<file path="src/rtl/vin_timing_monitor.sv">
// Checks registered HDMI-in hs/vs/de against the build-time timing once per frame and
// reports lock status, per-frame pulses and the last measured width/height/htotal.
module vin_timing_monitor #(
    parameter int unsigned H_WIDTH     = 1920,
    parameter int unsigned H_TOTAL     = 2200,
    parameter int unsigned V_HEIGHT    = 1080,
    parameter int unsigned LOCK_FRAMES = 4,
    parameter int unsigned CW          = 12
) (
    input  logic          clk_i,
    input  logic          rst_i,
    input  logic          hs_i,
    input  logic          vs_i,
    input  logic          de_i,
    output logic          locked_o,
    output logic          frame_o,
    output logic          err_o,
    output logic [CW-1:0] width_o,
    output logic [CW-1:0] height_o,
    output logic [CW-1:0] htotal_o
);

    localparam int unsigned WW = CW + 12;
    localparam int unsigned GW = (LOCK_FRAMES > 1) ? $clog2(LOCK_FRAMES + 1) : 1;
    localparam logic [CW-1:0] CntMax   = '1;
    localparam logic [CW-1:0] HWidth   = CW'(H_WIDTH);
    localparam logic [CW-1:0] HTotal   = CW'(H_TOTAL);
    localparam logic [CW-1:0] VHeight  = CW'(V_HEIGHT);
    localparam logic [GW-1:0] GoodLock = GW'(LOCK_FRAMES);
    localparam logic [WW-1:0] WdLimit  = WW'(H_TOTAL) << CW;

    typedef enum logic [1:0] {StSeek, StCheck, StLocked} state_e;

    state_e        state_q, state_d;
    logic          hs_q, vs_q, de_q;
    logic [CW-1:0] pix_cnt_q, pix_cnt_d;
    logic [CW-1:0] hs_cnt_q, hs_cnt_d;
    logic [CW-1:0] line_cnt_q, line_cnt_d;
    logic [CW-1:0] last_width_q, last_width_d;
    logic [CW-1:0] last_period_q, last_period_d;
    logic          hs_seen_q, hs_seen_d;
    logic          bad_q, bad_d;
    logic [WW-1:0] wd_cnt_q, wd_cnt_d;
    logic [GW-1:0] good_q, good_d;
    logic          frame_q, frame_d, err_q, err_d;
    logic [CW-1:0] width_q, width_d, height_q, height_d, htotal_q, htotal_d;

    logic          fb, line_end, hs_rise, wd_fire, cyc_bad, frame_bad;
    logic [CW-1:0] period, line_total;

    assign fb       = vs_i & ~vs_q;
    assign line_end = de_q & ~de_i;
    assign hs_rise  = hs_i & ~hs_q;
    assign period   = (hs_cnt_q == CntMax) ? CntMax : hs_cnt_q + 1'b1;
    assign wd_fire  = !fb && (wd_cnt_q == WdLimit - 1'b1);

    // Events in the FB cycle itself are attributed to the frame being closed.
    always_comb begin
        line_total = line_cnt_q;
        if (line_end && line_cnt_q != CntMax) begin
            line_total = line_cnt_q + 1'b1;
        end
        line_cnt_d = fb ? '0 : line_total;

        pix_cnt_d = pix_cnt_q;
        if (line_end) begin
            pix_cnt_d = '0;
        end else if (de_i && pix_cnt_q != CntMax) begin
            pix_cnt_d = pix_cnt_q + 1'b1;
        end

        hs_cnt_d = hs_cnt_q;
        if (hs_rise) begin
            hs_cnt_d = '0;
        end else if (hs_cnt_q != CntMax) begin
            hs_cnt_d = hs_cnt_q + 1'b1;
        end

        last_width_d  = line_end ? pix_cnt_q : last_width_q;
        last_period_d = hs_rise ? period : last_period_q;
        hs_seen_d     = fb ? 1'b0 : (hs_seen_q | hs_rise);

        cyc_bad = (line_end && pix_cnt_q != HWidth)
                | (hs_rise && hs_seen_q && period != HTotal)
                | (de_i && vs_i)
                | (pix_cnt_q == CntMax) | (hs_cnt_q == CntMax) | (line_cnt_q == CntMax);
        frame_bad = bad_q | cyc_bad | (line_total != VHeight);
        bad_d     = fb ? 1'b0 : (bad_q | cyc_bad);

        wd_cnt_d = wd_cnt_q;
        if (fb) begin
            wd_cnt_d = '0;
        end else if (wd_cnt_q != WdLimit) begin
            wd_cnt_d = wd_cnt_q + 1'b1;
        end
    end

    always_comb begin
        state_d  = state_q;
        good_d   = good_q;
        frame_d  = 1'b0;
        err_d    = 1'b0;
        width_d  = width_q;
        height_d = height_q;
        htotal_d = htotal_q;
        if (fb) begin
            if (state_q == StSeek) begin
                // Partial frame after reset: resync only, nothing reported.
                state_d = StCheck;
                good_d  = '0;
            end else begin
                frame_d  = 1'b1;
                width_d  = last_width_d;
                height_d = line_total;
                htotal_d = last_period_d;
                if (frame_bad) begin
                    state_d = StCheck;
                    good_d  = '0;
                    err_d   = 1'b1;
                end else if (state_q == StCheck) begin
                    good_d = good_q + 1'b1;
                    if (good_q + 1'b1 == GoodLock) begin
                        state_d = StLocked;
                    end
                end
            end
        end else if (wd_fire) begin
            state_d = StCheck;
            good_d  = '0;
            err_d   = 1'b1;
        end
    end

    always_ff @(posedge clk_i or posedge rst_i) begin
        if (rst_i) begin
            state_q       <= StSeek;
            hs_q          <= 1'b0;
            vs_q          <= 1'b0;
            de_q          <= 1'b0;
            pix_cnt_q     <= '0;
            hs_cnt_q      <= '0;
            line_cnt_q    <= '0;
            last_width_q  <= '0;
            last_period_q <= '0;
            hs_seen_q     <= 1'b0;
            bad_q         <= 1'b0;
            wd_cnt_q      <= '0;
            good_q        <= '0;
            frame_q       <= 1'b0;
            err_q         <= 1'b0;
            width_q       <= '0;
            height_q      <= '0;
            htotal_q      <= '0;
        end else begin
            state_q       <= state_d;
            hs_q          <= hs_i;
            vs_q          <= vs_i;
            de_q          <= de_i;
            pix_cnt_q     <= pix_cnt_d;
            hs_cnt_q      <= hs_cnt_d;
            line_cnt_q    <= line_cnt_d;
            last_width_q  <= last_width_d;
            last_period_q <= last_period_d;
            hs_seen_q     <= hs_seen_d;
            bad_q         <= bad_d;
            wd_cnt_q      <= wd_cnt_d;
            good_q        <= good_d;
            frame_q       <= frame_d;
            err_q         <= err_d;
            width_q       <= width_d;
            height_q      <= height_d;
            htotal_q      <= htotal_d;
        end
    end

    assign locked_o = (state_q == StLocked);
    assign frame_o  = frame_q;
    assign err_o    = err_q;
    assign width_o  = width_q;
    assign height_o = height_q;
    assign htotal_o = htotal_q;

endmodule

</file>
<file path="config.mk">
export PLATFORM = sky130hd
export DESIGN_NAME = vin_timing_monitor
export DESIGN_NICKNAME = d
export VERILOG_FILES = /design/src/rtl/vin_timing_monitor.sv
export SDC_FILE = /design/constraint.sdc
export NUM_CORES = 1
export LEC_CHECK = 0
export BUFFER_PORTS_ARGS = -buffer_cell sky130_fd_sc_hd__buf_2
export CORE_ASPECT_RATIO = 0.9
export CORE_MARGIN = 4
export CORE_UTILIZATION = 60
export CTS_BUF_LIST = sky130_fd_sc_hd__clkbuf_4 sky130_fd_sc_hd__clkbuf_8
export DETAILED_ROUTE_END_ITERATION = 12
export PLACE_DENSITY = 0.85
export SKIP_CTS_REPAIR_TIMING = 1
export SLEW_MARGIN = 20
export SYNTH_ARGS = -nofsm -noshare
export SYNTH_HDL_FRONTEND = slang
export SYNTH_SLANG_ARGS = --single-unit
</file>
<file path="constraint.sdc">
create_clock -name clk_i -period 9.05 [get_ports clk_i]
set_clock_uncertainty 0.2 [all_clocks]
set_input_delay 1.3575 -clock clk_i [delete_from_list [all_inputs] [get_ports clk_i]]
set_output_delay 1.3575 -clock clk_i [all_outputs]
set_load 0.01 [all_outputs]
</file>
==> results of run 1 <==
[synthesized netlist by cell type, drive strengths merged, types with 6 or more instances]
cell type	instances	share of area, %
dfrtp	132	54
nand2	128	7.8
nor2	79	4.8
o21ai	43	3.6
nand3	22	2.0
xor2	22	3.1
and3	21	2.1
xnor2	21	3.0
clkbuf	19	1.2
inv	12	0.74
mux2	12	2.3
nand4	12	1.4
ha	8	1.6
buf	7	0.80
nor4	7	0.82
and4	6	0.86
nand2b	6	0.61
nor3	6	0.65
[path summary, 6_finish.rpt]
kind	from	to	cells after the start	slack, ps
max	de_i	state_q[0]	9	5340
max in group asynchronous	rst_i	height_o[8]	3	6490
min reg2reg	width_o[5]	width_o[5]	2	280
min in group asynchronous	rst_i	width_o[5]	2	930
max reg2reg	hs_cnt_q[0]	state_q[0]	9	5870
min	width_o[5]	width_o[5]	2	280
[critical path: stages]
cell      delay, ps
buf_2           150
nand2b_1        500
o41a_1          570
a221oi_1        230
nand4b_1        120
and4bb_1        320
nand4_2         180
nor3_2          220
a32oi_1         160
[cell type report]
cell class,count,area (um^2)
inverter,13,51.3
timing repair buffer,48,253
fill,713,3010
multi-input combinational,454,2660
clock buffer,18,241
sequential,132,3300
tap,126,158
clock inverter,14,153
[through the flow]
step	hold slack (ps)	worst slack [ps]
6_report	279	5340
5_1_grt	310	5200
2_1_floorplan	229	3970
4_1_cts	280	5420
3_3_place_gp	256	5050
3_5_place_dp	260	4960
[state kept, by name, summed over array words and instances, names as in the netlist]
signal and flops:
frame_o 1, hs_q 1, htotal_o 12, wd_cnt_q 24, good_q 3, bad_q 1
err_o 1, line_cnt_q 12, vs_q 1, height_o 12, width_o 12, last_period_q 12
hs_cnt_q 12, state_q 2, de_q 1, pix_cnt_q 12, hs_seen_q 1, last_width_q 12
[where the power goes]
group	leakage (uW)	internal [uW]	switching (uW)	total, uW
clock network	0.000190	250	239	489
registers	0.00179	636	42.4	679
logic	0.00138	56.9	89.5	146
[metal layers]
layer | global-route usage [%] | up-vias | part of all wire (%)
li1 | - | 2206 | -
met1 | 31.5 | 2307 | 45
met2 | 35.6 | 130 | 48
met3 | 5.48 | 12 | 5.7
met4 | 7.46 | 0 | 1.0
met5 | 0 | - | 0
[kinds of logic after synthesis]
kind of cell | Yosys count | synth area share [%]
simple gates | 314 | 24.9
flops | 132 | 54.0
compound gates | 72 | 7.52
xor+xnor | 43 | 6.15
buf+inv | 39 | 2.76
mux | 17 | 3.09
fa+ha+maj | 8 | 1.64
==> results.sh, run 1 <==
export IMPL_timing_final_crit_period_ps=3710
export IMPL_synthesis_yosys_warnings=0
export IMPL_report_final_slew_viol_count=0
export IMPL_grt_max_degree=81
export IMPL_most_frequent_standard_cell_in_the_layout_excluding_fill_and_tap_cells="dfrtp_1"
export IMPL_outcome="finished, final reports clean"
export IMPL_rsz_0062_raised_after_global_routing="false"
export IMPL_static_leakage_power_uw=0.00336
export IMPL_max_freq_ghz=0.270
export IMPL_post_synth_edffs=0
export IMPL_total_number_of_vias=4655
export IMPL_cts_root_buffer_cell="clkbuf_8"
export IMPL_detailedRoute_firstIterationViolations=337
export IMPL_arrival_time_worst_endpoint_ps=3800
export IMPL_mappedNetlistNets=638
export IMPL_syn_instance_count=625
export IMPL_ant_nets=0
export IMPL_max_cap_violations=0
export IMPL_report_final_hold_viol_count=0
export IMPL_cts_tree="built"
export IMPL_synth_ff_latch_count=132
export IMPL_cts_buffers=17
export IMPL_final_cell_mix="132 x dfrtp_1, 128 x nand2_1, 79 x nor2_1, 43 x buf_2, 40 x o21ai_0"
export IMPL_placedCellCount=773
export IMPL_first_pass_drt_iterations=5
export IMPL_placed_cell_area_mm2=0.00642
export IMPL_number_of_antenna_violations_at_the_first_check_in_global_routing=0
export IMPL_insertedDiodeCount=0
export IMPL_layout_cells_non_filler=805
export IMPL_die_height_um=104
export IMPL_drive_above_1_share_pct=15.6
export IMPL_start_util_pct=62.3
export IMPL_critPathMaxFanout=21
export IMPL_global_route_overflow_total=0
export IMPL_chipWidth_um=114
export IMPL_via_per_inst=5.78
export IMPL_fin_setup_tns_ps=0
export IMPL_min_delay_path_class="flop to flop"
export IMPL_drt_total_wl_um=12900
export IMPL_synthDistinctLibCells=62
export IMPL_grt_first_pass_wirelength_um=22000
export IMPL_postSynth_asyncResetShare_pct=100
export IMPL_power_ir_vdd_worst_v=0.000177
export IMPL_cts_clock_pin_slew_for_the_worst_setup_and_hold_paths_ps=90
export IMPL_dieArea_mm2=0.0119
export IMPL_average_wire_per_standard_cell_um=16.1
export IMPL_first_global_vias=4618
export IMPL_synth_flop_cell="dfrtp_1"
export IMPL_ys_seq_area_share_pct=54.0
export IMPL_routabilityCongestion=0.902
export IMPL_source_to_sink_clock_delay_at_the_later_pin_of_the_worst_skew_pair_ps=440
export IMPL_relSlewSlack_pct=37.4
export IMPL_cp_start_kind="primary input"
export IMPL_core_area_mm2=0.00983
export IMPL_clock_sink_count=132
export IMPL_worst_slew_pin_slew_ps=939
export IMPL_grt_use_total_pct=22.8
export IMPL_worstPathRequired_ps=9140
export IMPL_detailedPlacementHpwl_um=8840
export IMPL_fp_row_count=34
export IMPL_total_power_uw=1310
export IMPL_clk_path_buf_depth=2
export IMPL_setup_worst_path_end_class="flop"
export IMPL_fin_util_pct=69.4
export IMPL_syn_cell_area_mm2=0.00612
export IMPL_critical_path_class="primary input to flop"
export IMPL_cts_htree_levels=4
export IMPL_post_route_period_util_pct=41.0
export IMPL_io_pins=44
export IMPL_stdcell_area_mm2=0.00682
export IMPL_power_density_mw_per_mm2=193
export IMPL_drt_drc_violations_left=0
export IMPL_setup_viol=0
export IMPL_layout_nets=679
export IMPL_place_port_buffers=43
export IMPL_area_growth_synth_to_final_pct=11.3
export IMPL_synthesis_area_per_instance_um2=9.80
Power figures use the tool's default switching activity.
==> inputs of run 2 (changes only) <==
ABC_AREA = 1   (was not set)
clock period = 3.8 ns   (was 9.05 ns; I/O delays follow)
==> run 2 against run 1 <==
Against the previous run:
- wire length increased by 9.9%
- global-route usage up 1.1 points
- cell area increased by 5.6%
- die area grew 3.5%
- critical endpoint is now state_q[1]
- first-iteration DRC count grew 42%
- non-clock buffer count up 2
- register-to-register slack worse by 5000 ps
- setup slack lost 4500 ps
- synthesized area increased by 3.7%
==> results.sh, run 2 <==
export IMPL_place_port_buffers=43
export IMPL_grtUsageMet3_pct=5.74
export IMPL_max_cap_violations=0
export IMPL_worstPathRequired_ps=3980
export IMPL_synth_top_cells_by_count="245 x nand2_1, 132 x dfrtp_1, 83 x inv_1, 80 x nor2_1, 68 x o21ai_0"
export IMPL_synth_area_top_cells="dfrtp_1 52%, nand2_1 14%, o21ai_0 5.4%"
export IMPL_layout_cells_non_filler=991
export IMPL_post_route_period_util_pct=77.2
export IMPL_detailedRoute_firstIterationViolations=478
export IMPL_p_sw_share_pct=26.2
export IMPL_relSlewSlack_pct=48.0
export IMPL_layout_nets=863
export IMPL_p_comb_share_pct=12.9
export IMPL_arrival_time_worst_endpoint_ps=3110
export IMPL_power_frac_seq_pct=46.0
export IMPL_worst_slew_pin_slew_ps=779
export IMPL_cts_tree="built"
export IMPL_hold_path_cell_count=1
export IMPL_critical_path_class="flop to flop"
export IMPL_placedCellCount=960
export IMPL_cp_start_kind="flop"
export IMPL_ys_seq_area_share_pct=52.0
export IMPL_stdcell_area_mm2=0.00720
export IMPL_final_cell_mix="245 x nand2_1, 132 x dfrtp_1, 82 x inv_1, 79 x nor2_1, 68 x o21ai_0"
export IMPL_grt_max_degree=133
export IMPL_cts_root_buffer_cell="clkbuf_8"
export IMPL_synth_top_cell_area_share_pct=52.0
export IMPL_first_global_vias=5301
export IMPL_chipWidth_um=116
export IMPL_total_number_of_vias=5493
export IMPL_rsz_0062_raised_after_global_routing="false"
export IMPL_report_final_hold_viol_count=0
export IMPL_regMostFlops="wd_cnt_q"
export IMPL_setup_viol=0
export IMPL_worst_slack_ps=867
export IMPL_drt_total_wl_um=14200
export IMPL_globalRoute_busiestLayer="met2"
export IMPL_power_ir_vdd_worst_v=0.000517
export IMPL_synthesis_yosys_warnings=0
export IMPL_die_height_um=106
export IMPL_synth_flop_cell="dfrtp_1"
export IMPL_min_delay_path_class="primary input to flop"
export IMPL_post_synth_edffs=0
export IMPL_placed_cell_area_mm2=0.00670
export IMPL_timing_final_crit_period_ps=2930
export IMPL_source_to_sink_clock_delay_at_the_later_pin_of_the_worst_skew_pair_ps=440
export IMPL_drive_above_1_share_pct=12.8
export IMPL_largest_register_ff_count=24
export IMPL_fin_setup_tns_ps=0
export IMPL_io_pins=44
export IMPL_setup_worst_path_end_class="flop"
export IMPL_ant_nets=0
export IMPL_cts_buffers=17
export IMPL_most_frequent_standard_cell_in_the_layout_excluding_fill_and_tap_cells="nand2_1"
export IMPL_outcome="finished, final reports clean"
export IMPL_cts_htree_levels=4
export IMPL_clk_path_buf_depth=2
export IMPL_synthDistinctLibCells=37
export IMPL_area_growth_synth_to_final_pct=13.3
export IMPL_critPathMaxFanout=13
export IMPL_syn_instance_count=803
export IMPL_syn_cell_area_mm2=0.00635
export IMPL_insertedDiodeCount=0
export IMPL_total_power_uw=3530
export IMPL_mappedNetlistNets=816
export IMPL_core_area_mm2=0.0103
export IMPL_grt_first_pass_wirelength_um=23600
export IMPL_synthesis_area_per_instance_um2=7.91
export IMPL_start_util_pct=61.7
export IMPL_first_pass_drt_iterations=5
export IMPL_synth_most_common_cell="nand2_1"
export IMPL_max_freq_ghz=0.341
export IMPL_synth_ff_latch_count=132
export IMPL_drt_drc_violations_left=0
export IMPL_met1_usage_pct=30.3
export IMPL_detailedPlacementHpwl_um=9400
export IMPL_net_switching_power_uw=924
export IMPL_grt_use_total_pct=23.9
export IMPL_fp_row_count=35
export IMPL_clock_power_share_pct=41.1
export IMPL_number_of_antenna_violations_at_the_first_check_in_global_routing=0
export IMPL_average_wire_per_standard_cell_um=14.3
export IMPL_via_per_inst=5.54
export IMPL_postSynth_asyncResetShare_pct=100
export IMPL_clock_sink_count=132
export IMPL_cts_clock_pin_slew_for_the_worst_setup_and_hold_paths_ps=70
export IMPL_internal_power_uw=2610
export IMPL_static_leakage_power_uw=0.00360
export IMPL_dpl_ws_ps=925
export IMPL_r2r_worst_path_cells=16
export IMPL_global_route_overflow_total=0
export IMPL_netlist_top_cell_by_area="dfrtp_1"
export IMPL_dieArea_mm2=0.0123
export IMPL_report_final_slew_viol_count=0
export IMPL_gr_util_met2_pct=39.7
export IMPL_routabilityCongestion=0.901
export IMPL_power_density_mw_per_mm2=491
[run 2: cell count changes in the layout (fill, tap and decap cells not counted), moves of 6 or more]
cell,delta
nor2_2,+10
nand3_1,+21
and3_1,-21
and4_1,-6
xor2_1,-19
nand2_1,+117
xnor2_1,-18
nor3_1,+16
inv_1,+71
nand2b_1,-6
mux2_2,-11
o21ai_0,+28
a21oi_1,+28
[run 2: cell families (layout without fill, tap and decap cells)]
group           count (synthesis)  count (layout)  share of synthesized area (%)
compound gates                113             113                           9.24
buf+inv                       109             168                           6.72
xor+xnor                        6               6                          0.828
fa+ha+maj                       8               8                           1.58
flops                         132             132                           52.0
simple gates                  435             435                           29.6
[run 2: final timing paths]
path | startpoint | to | slack [ps]
worst max register to register | hs_cnt_q[0] | state_q[1] | 870
min in group asynchronous | rst_i | height_o[6] | 120
worst min register to register | height_o[4] | height_o[4] | 280
worst max-delay path | hs_cnt_q[0] | state_q[1] | 870
worst min-delay path | hs_i | hs_q | 50
max in group asynchronous | rst_i | wd_cnt_q[0] | 2790
[run 2: power groups by stage]
stage | clock network, uW | logic [uW] | registers [uW]
after floorplan | 0 | 287 | 1650
after global placement | 0 | 428 | 1640
after detailed placement | 0 | 449 | 1650
after CTS | 1470 | 459 | 1620
after global routing | 1520 | 520 | 1640
final | 1450 | 456 | 1620
[run 2: layer usage]
| metal | share of wire, % | vias to the layer above |
|---|---|---|
| li1 | - | 2659 |
| met1 | 42 | 2604 |
| met2 | 50 | 208 |
| met3 | 5.9 | 22 |
| met4 | 1.5 | 0 |
| met5 | 0 | - |
[run 2: layout make-up]
cell class / instances / area (um^2)
Tap cell: 129 / 161
Timing Repair Buffer: 50 / 280
Clock inverter: 9 / 198
Multi-Input combinational cell: 562 / 2620
Clock buffer: 22 / 297
Inverter: 87 / 333
Sequential cell: 132 / 3300
Fill cell: 786 / 3100
[run 2: critical path, cell delays in order (launching register included)]
cell and delay, ps:
dfrtp_1 430, ha_1 250, nand2_1 130, nor2_2 70
nand3_1 330, inv_1 190, nor2_1 250, nand3_1 110
nor2_1 90, nand2_1 60, nand2_1 100, nand2_1 100
nor2_4 180, o211ai_2 130, nand2_1 120, nand2_1 60
nand2_1 70
[run 2: metrics by stage]
stage / utilization [%] / hold slack [ps]
after detailed placement: 65.1 / 263
final: 69.9 / 47.9
after global placement: 65.1 / 259
after floorplan: - / 255
after global routing: 69.9 / 22.8
after CTS: 69.9 / 28.3
